[src/rtl/nec_ir_tx.sv]
// NEC infrared transmitter: sends a full address/command frame or a repeat code
// as a baseband line (idle high, burst low) plus a carrier-modulated LED drive.
module nec_ir_tx #(
  parameter int T_560US     = 14000,
  parameter int T_1690US    = 42250,
  parameter int T_2250US    = 56250,
  parameter int T_4500US    = 112500,
  parameter int T_9MS       = 225000,
  parameter int T_GAP       = 1000000,
  parameter int CARRIER_DIV = 658
) (
  input  logic       sys_clk,
  input  logic       sys_rst_n,
  input  logic       tx_start,
  input  logic       rep_start,
  input  logic [7:0] addr,
  input  logic [7:0] cmd,
  output logic       inf_out,
  output logic       ir_led,
  output logic       busy,
  output logic       done
);

  localparam logic [2:0] S_IDLE      = 3'd0;
  localparam logic [2:0] S_LEAD      = 3'd1;
  localparam logic [2:0] S_SPACE     = 3'd2;
  localparam logic [2:0] S_BIT_MARK  = 3'd3;
  localparam logic [2:0] S_BIT_SPACE = 3'd4;
  localparam logic [2:0] S_STOP      = 3'd5;
  localparam logic [2:0] S_GAP       = 3'd6;

  // Timer reload values are duration-1 so a segment lasts exactly its duration.
  localparam logic [19:0] L_560  = 20'(T_560US - 1);
  localparam logic [19:0] L_1690 = 20'(T_1690US - 1);
  localparam logic [19:0] L_2250 = 20'(T_2250US - 1);
  localparam logic [19:0] L_4500 = 20'(T_4500US - 1);
  localparam logic [19:0] L_9MS  = 20'(T_9MS - 1);
  localparam logic [19:0] L_GAP  = 20'(T_GAP - 1);

  localparam logic [9:0] CAR_LAST = 10'(CARRIER_DIV - 1);
  localparam logic [9:0] CAR_HALF = 10'(CARRIER_DIV / 2);

  logic [2:0]  r_state;
  logic [19:0] r_timer;
  logic [4:0]  r_bit_idx;
  logic [31:0] r_shift;
  logic        r_rep;
  logic [9:0]  r_car_cnt;

  logic w_timer_zero;
  logic w_burst;

  assign w_timer_zero = (r_timer == 20'd0);
  assign w_burst      = (r_state == S_LEAD) || (r_state == S_BIT_MARK) || (r_state == S_STOP);

  assign inf_out = ~w_burst;
  assign ir_led  = w_burst && (r_car_cnt < CAR_HALF);
  assign busy    = (r_state != S_IDLE);
  assign done    = (r_state == S_GAP) && w_timer_zero;

  always_ff @(posedge sys_clk or negedge sys_rst_n) begin
    if (!sys_rst_n) begin
      r_state   <= S_IDLE;
      r_timer   <= '0;
      r_bit_idx <= '0;
      r_shift   <= '0;
      r_rep     <= 1'b0;
      r_car_cnt <= '0;
    end else begin
      if (r_car_cnt == CAR_LAST) r_car_cnt <= '0;
      else                       r_car_cnt <= r_car_cnt + 10'd1;

      if (!w_timer_zero) r_timer <= r_timer - 20'd1;

      // Entering a burst restarts the carrier so every burst begins with a high half-period.
      case (r_state)
        S_IDLE: begin
          if (tx_start) begin
            r_shift   <= {~cmd, cmd, ~addr, addr};
            r_rep     <= 1'b0;
            r_state   <= S_LEAD;
            r_timer   <= L_9MS;
            r_car_cnt <= '0;
          end else if (rep_start) begin
            r_rep     <= 1'b1;
            r_state   <= S_LEAD;
            r_timer   <= L_9MS;
            r_car_cnt <= '0;
          end
        end
        S_LEAD: begin
          if (w_timer_zero) begin
            r_state <= S_SPACE;
            r_timer <= r_rep ? L_2250 : L_4500;
          end
        end
        S_SPACE: begin
          if (w_timer_zero) begin
            r_state   <= r_rep ? S_STOP : S_BIT_MARK;
            r_bit_idx <= '0;
            r_timer   <= L_560;
            r_car_cnt <= '0;
          end
        end
        S_BIT_MARK: begin
          if (w_timer_zero) begin
            r_state <= S_BIT_SPACE;
            r_timer <= r_shift[r_bit_idx] ? L_1690 : L_560;
          end
        end
        S_BIT_SPACE: begin
          if (w_timer_zero) begin
            if (r_bit_idx == 5'd31) begin
              r_state <= S_STOP;
            end else begin
              r_state   <= S_BIT_MARK;
              r_bit_idx <= r_bit_idx + 5'd1;
            end
            r_timer   <= L_560;
            r_car_cnt <= '0;
          end
        end
        S_STOP: begin
          if (w_timer_zero) begin
            r_state <= S_GAP;
            r_timer <= L_GAP;
          end
        end
        S_GAP: begin
          if (w_timer_zero) r_state <= S_IDLE;
        end
        default: r_state <= S_IDLE;
      endcase
    end
  end

endmodule

[config.mk]
export PLATFORM = sky130hd
export DESIGN_NAME = nec_ir_tx
export DESIGN_NICKNAME = d
export VERILOG_FILES = /design/src/rtl/nec_ir_tx.sv
export SDC_FILE = /design/constraint.sdc
export NUM_CORES = 1
export LEC_CHECK = 0
export BUFFER_PORTS_ARGS = -buffer_cell sky130_fd_sc_hd__buf_2
export CAP_MARGIN = 20
export CORE_UTILIZATION = 45
export CTS_CLUSTER_DIAMETER = 40
export DETAILED_ROUTE_END_ITERATION = 8
export SETUP_SLACK_MARGIN = 0.3
export SYNTH_ARGS = -nofsm -noshare
export SYNTH_HDL_FRONTEND = slang
export SYNTH_SLANG_ARGS = --single-unit
[constraint.sdc]
create_clock -name sys_clk -period 3.7 [get_ports sys_clk]
set_input_delay 0.185 -clock sys_clk [delete_from_list [all_inputs] [get_ports sys_clk]]
set_output_delay 0.185 -clock sys_clk [all_outputs]
set_load 0.01 [all_outputs]
# Yosys cells after proc, flatten, opt, wreduce, memory -nomap -nowiden

Index checks and enable logic that the tools add are counted.

Add/sub/neg operators: 3
$lt $le $gt $ge: 2
Eq/ne operators: 16
Muxes and demuxes: 34
Bitwise logic cells: 3
Reductions and logical operators: 14

Operator list:

| kind                                                                           | count |
|---|---|
| 20-bit 2-to-1 mux                                                              | 7 |
| 20-bit one-hot mux with 5 select lines                                         | 1 |
| 10-bit 2-to-1 mux                                                              | 4 |
| 3-bit 2-to-1 mux                                                               | 10 |
| 3-bit one-hot mux with 7 select lines                                          | 1 |
| 20-bit logical NOT                                                             | 1 |
| 10-bit one-hot mux with 2 select lines                                         | 1 |
| 20-bit by 1-bit subtractor with 20-bit output (second input constant)          | 1 |
| 17-bit 2-to-1 mux                                                              | 1 |
| 16-bit 2-to-1 mux                                                              | 1 |
| 8-bit NOT                                                                      | 2 |
| 5-bit 2-to-1 mux                                                               | 3 |
| 2-bit inequality test (second input constant)                                  | 7 |
| 10-bit by 1-bit adder with 10-bit output (second input constant)               | 1 |
| 10-bit == test (second input constant)                                         | 1 |
| 10-bit by 9-bit less-than comparator with 1-bit output (second input constant) | 1 |
| 5-bit one-hot mux with 2 select lines                                          | 1 |
| 3-bit == test (second input constant)                                          | 3 |
| 7-bit AND reduction                                                            | 1 |
| 3-bit by 2-bit == test with 1-bit output (second input constant)               | 2 |
| 5-bit by 6-bit less-than comparator with 1-bit output (second input constant)  | 1 |
| 5-bit by 1-bit adder with 5-bit output (second input constant)                 | 1 |
| 1-bit binary-select mux with 5-bit select                                      | 1 |
| 5-bit == test (second input constant)                                          | 1 |
| other kinds (12)                                                               | 18 |

Flip-flop bits (word level): 71
Input bits: 20

# Longest topological paths before layout

Gate-level depths: netlist (run 1).

Word-level depth: 5
Mapped depth: 9
Gate-level depth less buffers: 8

# Worst setup path before layout (run 1)

Ideal clock, no wire load.

Path type: register to register
Start: register r_bit_idx[0]
End: register r_timer[15]
Setup time: 0.124 ns
Arrival: 2.063 ns
Path slack: 1.513 ns
Stages on the path, launching flop included: 7
Path buffers: 1
Period minus slack after synthesis: 2.187 ns
Cells stage by stage: dfrtp_1 -> buf_2 -> mux4_2 -> mux4_2 -> o22ai_2 -> nor3_1 -> or2_1

Longest elaborated chain between the ends: 5

Ends and longest elaborated chain:

| element                                   | line | text |
|---|---|---|
| start: declaration                        | 45   | `logic [4:0] r_bit_idx;` |
| start signal: assignment                  | 117  | `r_bit_idx <= r_bit_idx + 5'd1;` |
| 1-bit binary-select mux with 5-bit select | 108  | `r_timer <= r_shift[r_bit_idx] ? L_1690 : L_560;` |
| 1-bit 2-to-1 mux (implied by the code)    | 108  |  |
| 16-bit 2-to-1 mux                         | 108  |  |
| 20-bit 2-to-1 mux                         | 106  | `if (w_timer_zero) begin` |
| 20-bit one-hot mux with 5 select lines    | 76   | `case (r_state)` |
| end signal: assignment                    | 73   | `if (!w_timer_zero) r_timer <= r_timer - 20'd1;` |
| end signal: assignment                    | 94   | `r_timer <= r_rep ? L_2250 : L_4500;` |
| end signal: assignment                    | 108  |  |
| end: declaration                          | 44   | `logic [19:0] r_timer;` |

No other way between the ends. The select of a mux whose other input is x is not followed.
A chain may end at the register's enable or synchronous reset.

# Final worst setup path (run 1)

Start: register r_timer[16]
End: output done

Longest elaborated chain between the ends: 2

Ends and longest elaborated chain:

| element            | line | text |
|---|---|---|
| 20-bit logical NOT | 53   | `assign w_timer_zero = (r_timer == 20'd0);` |
| 1-bit logical AND  | 59   | `assign done = (r_state == S_GAP) && w_timer_zero;` |
| end: declaration   | 21   | `output logic done` |

No other way between the ends.

==> summary.md, run 1 <==
| Metric | Value |
|---|---|
| Routed vias/inst | 5.91 |
| Row count | 33 |
| Initial Util | 47.3% |
| RR Endpoint | r_timer[15] |
| Detailed Routing Iterations Pass 1 | 5 |
| Outcome | finished, final reports clean |
| CP max stage delay | 0.41 ns |
| DRT iter0 DRCs | 358 |
| Die width | 95.9 µm |
| R2R setup slack | 1.21 ns |
| Clock sink count | 71 |
| Final Slew Violations | 0 |
| Synth warnings | 0 |
| Post-synth top flop | dfrtp_1 |
| Layout cells sized above 1 | 18.2% |
| PD cells | 439 nW/µm² |
| Sw frac | 30.4% |
| Max-Cap Viols | 0 |
| CTS Root Cell | clkbuf_8 |
| Final setup skew | 0.00729 ns |
| Grt ovf | 0 |
| Mean Syn Cell Area | 9.72 µm² |
| Hold Slack | 0.0137 ns |
| Clock slew seen by the registers of the worst setup and hold paths | 0.08 ns |
| Most frequent cells in the layout | 71 x dfrtp_1, 59 x nor2_1, 31 x a21oi_1 |
| First-pass GRT wire length | 14.7 mm |
| TNS Setup | 0 ns |
| Worst setup path start | r_timer[16] |
| Area delta synth->final | 11.4% |
| Critical path peak fanout | 12 |
| Vias in the first global route | 2,971 |
| CP endpoint | done |
| Flop pwr share | 52.8% |
| Max-slew headroom | 38.8% |
| Syn_nets | 436 |
| Post-CTS Resized | 0 |
| I/O Buffers | 23 |
| Post-synth cell types | 63 |
| Drt total wl | 8.90 mm |
| Flops & latches, synth | 71 |
| WP data required | 3.51 ns |
| CTS Buf Count | 9 |
| Mapped Area | 3970 µm² |
| Final #Nets | 459 |
| Largest net degree at the start of global routing | 72 |
| Clk_lat worst skew | 0.35 ns |
| Layout filler cell count | 779 |
| Die area | 9200 µm² |
| Antenna Nets Post-Route | 0 |
| Worst setup SP type | register |
| Initial antenna violation count | 0 |
| # setup viols final | 0 |
| ANT cells | 0 |
| Switching Power | 0.000589 W |
| Post-synth EDFFs | 0 |
| Post-DR wirelength/cell | 16.5 µm |
| Most common cell after layout, fill and taps aside | dfrtp_1 |
| Via count | 3,193 |
| Crit Path Category | reg2out |
| Crit path cell chain | nor4_1 -> nand3_1 -> nor3_2 -> inv_2 -> nor3_1 -> buf_2 |
| Die Height | 95.9 µm |
| Critical-path top delay cell | dfrtp_1 |
| H-Tree Depth | 3 |
| Endpoint class of the critical path | output port |
| Minimum clock period | 2.61 ns |
| Clk buf depth | 2 |
| Core ar. | 8380 µm² |
| Post-synthesis sequential area ratio | 44.8% |
| R2R depth | 5 |
| Part of the power in combinational logic | 15.7% |
| Tot GR Track Use | 21.0% |
| Reg2reg start | r_bit_idx[0] |
| Internal power | 0.00135 W |
| TritonCTS clock tree | done |
| Clock power frac | 31.4% |
| IO Count | 24 |
| Final hold viol count | 0 |
| Worst Tran Pin Value | 0.918 ns |
| Worst vdd ir | 0.000338 V |
| Gate count of the mapped netlist | 408 |
| Fmax | 0.384 GHz |
| Post-DP HPWL | 5.99 mm |
| Hold crit path type | in2reg |
| GP Congestion | 0.858 |
| Post-route clock period utilization | 70.5% |
| Async SR Flop Fraction | 100% |
| Unrepaired setup endpoints after global routing | no |
| Leakage power | 1.81 nW |
| Drt drc | 0 |
| Crit path DAT | 2.42 ns |
cell type report:
type / instances / area [µm²] / share of cell area (%)
Tap cell: 105 / 131 / 2.97
Sequential cell: 71 / 1780 / 40.2
Multi-Input combinational cell: 299 / 2040 / 46.2
Clock buffer: 9 / 124 / 2.80
Clock inverter: 6 / 62.6 / 1.42
Timing Repair Buffer: 35 / 225 / 5.10
Inverter: 15 / 56.3 / 1.27
critical path: cells and delay by family (launching register included):
kind / cells / cell delay [ns]
and+or+nand+nor: 4 / 1.34
DFF: 1 / 0.41
buffers and inverters: 2 / 0.32
per-layer routing:
| metal | track usage (%) | share of wire (%) |
|---|---|---|
| met5 | 0 | 0 |
| met4 | 8.58 | 2.3 |
| met3 | 3.32 | 5.2 |
| met2 | 31.3 | 43 |
| met1 | 30.6 | 49 |
through the flow:
step                      instances  cell area, µm²  utilization, %  setup WS [ns]  total power, W
after floorplan                 408            3970               -           1.51         0.00123
after global placement          517            4150            49.5           1.25         0.00132
after detailed placement        517            4150            49.5           1.19         0.00133
after CTS                       540            4420            52.7           1.08         0.00195
after global routing            540            4420            52.7          0.823         0.00204
final                           540            4420            52.7           1.09         0.00194
logic make-up (layout without fill, tap and decap cells):
family                   count (synthesis)  after routing  synth area share [%]
flip-flops                              71             71                  44.8
buffers and inverters                   38             65                  3.78
multiplexers                            29             29                  10.7
XOR/XNOR                                16             16                  3.53
adder cells (fa/ha/maj)                  8              8                  2.52
AO/OA/AOI/OAI                          100            100                  15.9
AND/OR/NAND/NOR                        146            146                  18.7
flip-flops by register name (all words and copies together) (netlist names):
register / cells
r_car_cnt: 10
r_bit_idx: 5
r_shift: 32
r_timer: 20
r_state: 3
r_rep: 1
what timing repair did:
action	in CTS	in global routing
endpoints found under the hold margin	8	0
hold buffers	8	0
buffers inserted	0	0
worst min-delay path by stage:
stage / start / end / slack (ns) / depth (start not counted)
6_report: addr[5] / r_shift[13] / 0.01 / 2
5_1_grt: cmd[6] / r_shift[30] / 0.007 / 2
3_3_place_gp: cmd[0] / r_shift[24] / 0.36 / 2
2_1_floorplan: sys_rst_n / r_bit_idx[0] / -0.11 / 0
4_1_cts: cmd[2] / r_shift[26] / 0.003 / 2
3_5_place_dp: cmd[3] / r_shift[27] / 0.37 / 2
synth_stat cells, types with 4 or more instances:
cell / instances / area [µm²]
inv_1: 13 / 48.8
buf_2: 6 / 30.0
nor2_1: 59 / 221
a21oi_1: 31 / 155
or4_1: 4 / 30.0
ha_1: 8 / 100
nand2_1: 24 / 90.1
nor3_1: 12 / 60.1
nand3_1: 12 / 60.1
clkbuf_1: 14 / 52.6
xnor2_1: 8 / 70.1
dfrtp_1: 71 / 1780
nand2b_1: 4 / 25.0
mux2_1: 4 / 45.0
a211oi_1: 5 / 37.5
xor2_1: 8 / 70.1
o21ai_1: 11 / 55.1
mux4_2: 9 / 203
o21ai_0: 16 / 80.1
nor4_2: 4 / 50.1
nor4_1: 5 / 31.3
mux2_2: 14 / 158
power by group through the flow:
stage / clock network, W / logic (W) / registers, W
floorplan: 0 / 0.000231 / 0.000996
global placement: 0 / 0.000290 / 0.00103
detailed placement: 0 / 0.000299 / 0.00104
CTS: 0.000620 / 0.000307 / 0.00102
global route: 0.000649 / 0.000348 / 0.00104
finish: 0.000609 / 0.000305 / 0.00102
Note: power is estimated with default switching activity, not from simulation.
==> inputs of run 2 (changes only) <==
==> constraint.sdc (replaced) <==
create_clock -name sys_clk -period 2.3 [get_ports sys_clk]
set_input_delay 0.115 -clock sys_clk [delete_from_list [all_inputs] [get_ports sys_clk]]
set_output_delay 0.115 -clock sys_clk [all_outputs]
set_load 0.01 [all_outputs]
==> run 2 against run 1 <==
Non-clock buffer count increased by 56. Largest cell class unchanged. Via count increased by 11%. Die area unchanged. Sequential power increased by 61%. Hold slack improved by 0.039 ns. Clock skew decreased by 0.00092 ns. Utilization increased by 9.5 points. Critical path type is now reg2reg.
==> summary.md, run 2 (synthesis results as in run 1) <==
| Metric | Value |
|---|---|
| Die area | 9200 µm² (unchanged) |
| R2R depth | 7 (+2) |
| Multi-input gate area | 2330 µm² (+14%) |
| PD cells | 633 nW/µm² (+44%) |
| Worst setup SP type | register |
| Row count | 33 (unchanged) |
| I/O Buffers | 23 (unchanged) |
| First-pass GRT wire length | 16.7 mm (+14%) |
| Crit Path Category | reg2reg |
| Endpoint class of the critical path | register |
| Outcome | finished, final reports clean |
| Most common cell after layout, fill and taps aside | dfrtp_1 |
| Pre-CTS setup slack | 0.0711 ns (-1.12 ns) |
| Initial antenna violation count | 0 (unchanged) |
| Hold Path Sink | r_rep |
| Via count | 3,547 (+11%) |
| Fin area | 5210 µm² (+18%) |
| Tot GR Track Use | 23.8% (+2.8 points) |
| Layout filler cell count | 697 (-11%) |
| Reg area | 1780 µm² (+0.35%) |
| Grt ovf | 0 (unchanged) |
| CTS Buf Count | 9 (unchanged) |
| Unrepaired setup endpoints after global routing | yes |
| Worst Hold Launch | rep_start |
| Final Slew Violations | 0 (unchanged) |
| Drt drc | 0 (unchanged) |
| Post-DP HPWL | 6.46 mm (+7.8%) |
| Top reg by flops | r_shift |
| Max-Cap Viols | 0 (unchanged) |
| Fin worst setup slack | 0.150 ns (-0.942 ns) |
| Final setup skew | 0.00638 ns (-0.000915 ns) |
| Routed vias/inst | 5.94 (+0.48%) |
| Dpl cell area | 4340 µm² (+4.5%) |
| Most frequent cells in the layout | 66 x dfrtp_1, 56 x nor2_1, 45 x buf_4 |
| Largest net degree at the start of global routing | 50 (-31%) |
| DRT iter0 DRCs | 323 (-9.8%) |
| Crit path DAT | 2.37 ns (-0.05 ns) |
| Max-slew headroom | 58.2% (+19 points) |
| Reg2reg start | r_timer[10] |
| # setup viols final | 0 (unchanged) |
| Die width | 95.9 µm (unchanged) |
| CTS Root Cell | clkbuf_8 |
| Final Core Density | 62.2% (+9.5 points) |
| Area delta synth->final | 31.4% |
| Final #Nets | 516 (+12%) |
| Biggest regs | r_shift x32, r_timer x20, r_car_cnt x10 |
| RR Endpoint | r_timer[17] |
| R2R setup slack | 0.15 ns (-1.06 ns) |
| Max FFs per register | 32 (unchanged) |
| Worst setup path start | r_timer[10] |
| GP Congestion | 0.836 (-2.6%) |
| Clk buf depth | 2 (unchanged) |
| Hold crit path type | in2reg |
| Antenna Nets Post-Route | 0 (unchanged) |
| Fmax | 0.465 GHz |
| TritonCTS clock tree | done |
| Post-route clock period utilization | 93.5% |
| Cell count of the worst hold path | 3 (+1) |
| H-Tree Depth | 3 (unchanged) |
| Final hold viol count | 0 (unchanged) |
| TNS Setup | 0 ns (unchanged) |
| Initial Util | 47.3% (unchanged) |
| Die Height | 95.9 µm (unchanged) |
| Vias in the first global route | 3,416 (+15%) |
| Hold Slack | 0.0528 ns (+0.0391 ns) |
| Worst Tran Pin Value | 0.628 ns (-0.290 ns) |
| ANT cells | 0 (unchanged) |
| Minimum clock period | 2.15 ns |
| Leakage power | 2.21 nW (+22%) |
| Clk_lat worst skew | 0.34 ns (about the same) |
| WP data required | 2.52 ns (-0.99 ns) |
| IO Count | 24 (unchanged) |
| Drt total wl | 10.3 mm (+16%) |
| Clock slew seen by the registers of the worst setup and hold paths | 0.08 ns (about the same) |
| Worst vdd ir | 0.000519 V (+53%) |
| Critical path peak fanout | 5 (-7) |
| Post-DR wirelength/cell | 17.3 µm (+5.0%) |
| Core ar. | 8380 µm² (unchanged) |
| Clock sink count | 71 (unchanged) |
| Detailed Routing Iterations Pass 1 | 5 (unchanged) |
| Layout cells sized above 1 | 33.5% (+15 points) |
run 2: cell count changes in the layout (fill, tap and decap cells not counted), moves of 5 or more:
cell and delta:
buf_4 +41, dlygate4sd3_1 +9, nor4_4 +6, dfrtp_1 -5, dfrtp_2 +5
run 2: critical path, cell delays in order (launching register included):
cell and delay (ns):
dfrtp_2 0.43, or4_4 0.57, buf_12 0.16, or4_4 0.43, nand2b_1 0.18, xnor2_1 0.13, nor2_1 0.08, o21ai_1 0.06
run 2: routing by layer:
layer | share of wire, % | vias to the layer above | global-route usage, %
met5 | 0 | - | 0
met4 | 1.5 | 0 | 6.97
met3 | 6.2 | 24 | 3.71
met2 | 49 | 152 | 38.3
met1 | 43 | 1725 | 33.3
li1 | - | 1646 | -
run 2: cell type report:
type | instances | area share, %
multi-input combinational | 300 | 44.7
sequential | 71 | 34.2
timing repair buffer | 91 | 13.9
tap | 105 | 2.52
clock buffer | 9 | 2.38
clock inverter | 6 | 1.20
inverter | 15 | 1.08
run 2: worst max path at each step:
stage | endpoint | slack, ns | depth (start not counted)
CTS | r_timer[15] | 0.18 | 6
detailed placement | r_bit_idx[3] | 0.07 | 8
floorplan | r_timer[15] | 0.27 | 6
global route | r_timer[18] | 0.07 | 6
finish | r_timer[17] | 0.15 | 7
global placement | r_timer[19] | 0.12 | 6
run 2: repair_timing:
action / CTS / global route
pin swaps: 11 / 18
hold buffers: 17 / 0
hold endpoints to repair: 45 / 0
setup buffers: 21 / 11
setup endpoints to repair: 31 / 52
gates resized for setup: 20 / 36
cloned: 1 / 0
run 2: power breakdown:
group	internal (W)	total, W	switching (W)
Sequential	0.00142	0.00164	0.000215
Combinational	0.000374	0.000693	0.000318
Clock	0.000493	0.000969	0.000476
Total	0.00229	0.00330	0.00101
run 2: stage by stage:
| stage | power (W) | cells |
|---|---|---|
| global route | 0.00348 | 597 |
| CTS | 0.00326 | 586 |
| detailed placement | 0.00217 | 532 |
| finish | 0.00330 | 597 |
| global placement | 0.00215 | 532 |
| floorplan | 0.00198 | 408 |
==> inputs of run 3 (changes only) <==
--- a/config.mk
+++ b/config.mk
@@ -10,7 +10,9 @@
 export CORE_UTILIZATION = 45
 export CTS_CLUSTER_DIAMETER = 40
 export DETAILED_ROUTE_END_ITERATION = 8
+export RECOVER_POWER = 25
 export SETUP_SLACK_MARGIN = 0.3
 export SYNTH_ARGS = -nofsm -noshare
 export SYNTH_HDL_FRONTEND = slang
 export SYNTH_SLANG_ARGS = --single-unit
+export TNS_END_PERCENT = 20
==> run 3 against run 2 <==
Final cell count decreased by 2.0%. Sequential share of layout area increased by 1.9 points. Cell area decreased by 5.1%. Count of clock-buffer cells in the layout unchanged. Wire length decreased by 5.9%. Flip-flop and latch count unchanged. Hold slack got worse by 0.020 ns. Register-to-register slack got worse by 0.05 ns. Clock skew increased by 0.0033 ns. Via count decreased by 4.9%. Clock power increased by 4%. Critical path depth decreased by 1. Critical endpoint is now r_timer[19].
==> summary.md, run 3 (synthesis results as in run 1) <==
| Metric | Value |
|---|---|
| Max FFs per register | 32 (unchanged) |
| Hold Path Sink | r_rep |
| Most common cell after layout, fill and taps aside | dfrtp_1 |
| TNS Setup | 0 ns (unchanged) |
| Crit path DAT | 2.46 ns (+0.09 ns) |
| Top reg by flops | r_shift |
| Outcome | finished, final reports clean |
| Antenna Nets Post-Route | 0 (unchanged) |
| Final #Nets | 504 (-2.3%) |
| RR Endpoint | r_timer[19] |
| Reg area | 1780 µm² (unchanged) |
| Core ar. | 8380 µm² (unchanged) |
| Clock slew seen by the registers of the worst setup and hold paths | 0.08 ns (about the same) |
| Post-route clock period utilization | 95.6% (+2.2 points) |
| Layout cells sized above 1 | 27.7% (-5.8 points) |
| Final setup skew | 0.00968 ns (+0.00330 ns) |
| CTS Buf Count | 9 (unchanged) |
| Final Non-Filler Cells | 585 (-2.0%) |
| Post-DR wirelength/cell | 16.6 µm (-4.0%) |
| Fmax | 0.455 GHz (-2.3%) |
| Grt ovf | 0 (unchanged) |
| H-Tree Depth | 3 (unchanged) |
| Hold Slack | 0.0332 ns (-0.0196 ns) |
| Clock sink count | 71 (unchanged) |
| R2R depth | 6 (-1) |
| Worst setup SP type | register |
| Tot GR Track Use | 23.6% (-0.21 points) |
| Crit path cell chain | or4_4 -> nor4_4 -> nor3b_4 -> nand2_1 -> xor2_1 -> a211oi_1 |
| Largest net degree at the start of global routing | 50 (unchanged) |
| R2R setup slack | 0.10 ns (-0.05 ns) |
| Minimum clock period | 2.20 ns (+0.0498 ns) |
| Fin area | 4950 µm² (-5.1%) |
| Drt drc | 0 (unchanged) |
| DRT iter0 DRCs | 238 (-26%) |
| Clk_lat worst skew | 0.35 ns (about the same) |
| PD cells | 660 nW/µm² (+4.2%) |
| Die area | 9200 µm² (unchanged) |
| TritonCTS clock tree | done |
| Crit Path Category | reg2reg |
| Final hold viol count | 0 (unchanged) |
| Max-Cap Viols | 0 (unchanged) |
| Biggest regs | r_shift x32, r_timer x20, r_car_cnt x10 |
| Detailed Routing Iterations Pass 1 | 4 (-1) |
| IO Count | 24 (unchanged) |
| First-pass GRT wire length | 16.3 mm (-2.8%) |
| Cell count of the worst hold path | 3 (unchanged) |
| Initial antenna violation count | 0 (unchanged) |
| Die width | 95.9 µm (unchanged) |
| Placed cell count | 540 (+1.5%) |
| Critical-path top delay cell | or4_4 |
| WP data required | 2.56 ns (+0.04 ns) |
| Critical path peak fanout | 3 (-2) |
| Multi-input gate area | 2160 µm² (-7.4%) |
| CTS Root Cell | clkbuf_8 |
| Leakage power | 2.10 nW (-4.8%) |
| ANT cells | 0 (unchanged) |
| Final Slew Violations | 0 (unchanged) |
| Hold crit path type | in2reg |
| Reg2reg start | r_timer[2] |
| Final Core Density | 59.0% (-3.2 points) |
| CP max stage delay | 0.54 ns (-0.03 ns) |
| Clk buf depth | 2 (unchanged) |
| Dpl cell area | 4370 µm² (+0.78%) |
| Drt total wl | 9.72 mm (-5.9%) |
| Area delta synth->final | 24.7% |
| Most frequent cells in the layout | 66 x dfrtp_1, 58 x nor2_1, 34 x buf_4 |
| Initial Util | 47.3% (unchanged) |
| GP Congestion | 0.871 (+4.2%) |
| Unrepaired setup endpoints after global routing | yes |
| I/O Buffers | 23 (unchanged) |
| Via count | 3,374 (-4.9%) |
| Max-slew headroom | 29.8% (-28 points) |
| Row count | 33 (unchanged) |
| Vias in the first global route | 3,287 (-3.8%) |
| Worst setup path start | r_timer[2] |
| Worst Tran Pin Value | 1.05 ns (+0.425 ns) |
| Layout filler cell count | 753 (+8.0%) |
| Endpoint class of the critical path | register |
| Worst vdd ir | 0.000494 V (-4.8%) |
| Worst Hold Launch | rep_start |
| Routed vias/inst | 5.77 (-2.9%) |
| Post-DP HPWL | 6.71 mm (+3.8%) |
| Die Height | 95.9 µm (unchanged) |
| # setup viols final | 0 (unchanged) |
[run 3: area by class of cell]
| type | instances | area share [%] |
|---|---|---|
| multi-input cells | 299 | 43.7 |
| flip-flops and latches | 71 | 36.0 |
| repair buffers | 80 | 12.5 |
| well taps | 105 | 2.66 |
| clock buffers | 9 | 2.50 |
| clock inverters | 6 | 1.44 |
| inverters | 15 | 1.19 |
[run 3: critical path: cells and delay by family (launching register included)]
kind	cells	cell delay (ns)
compound gates	1	0.20
xor+xnor	1	0.16
simple gates	4	1.32
flops	1	0.44
[run 3: routing by layer]
layer / GRT usage, % / up-vias / wire length, µm
li1: - / 1613 / -
met1: 31.4 / 1658 / 4480
met2: 37.8 / 86 / 4630
met3: 5.61 / 17 / 450
met4: 8.08 / 0 / 153
met5: 0 / - / 0
[run 3: repair_timing]
action,CTS,global route
resized for setup,17,11
pin swaps,6,3
hold endpoints to repair,44,0
setup endpoints to repair,36,53
buffers inserted,8,5
hold buffers,17,0
[run 3: metrics by stage]
step                power, W  worst slack (ns)
finish               0.00326             0.100
floorplan            0.00198             0.266
CTS                  0.00327             0.144
detailed placement   0.00217            0.0112
global placement     0.00216            0.0286
global route         0.00343            0.0518
[run 3: worst max-delay path by stage]
stage                        end  slack (ns)  depth (start not counted)
floorplan            r_timer[15]        0.27                          6
global placement     r_timer[19]        0.03                          6
detailed placement   r_timer[19]        0.01                          6
CTS                 r_bit_idx[3]        0.14                          8
global route         r_timer[19]        0.05                          6
finish               r_timer[19]        0.10                          6
[run 3: where the power goes]
group	internal [W]	switching [W]	total, W
Combinational	0.000331	0.000283	0.000614
Clock	0.000502	0.000505	0.00101
Sequential	0.00142	0.000217	0.00164
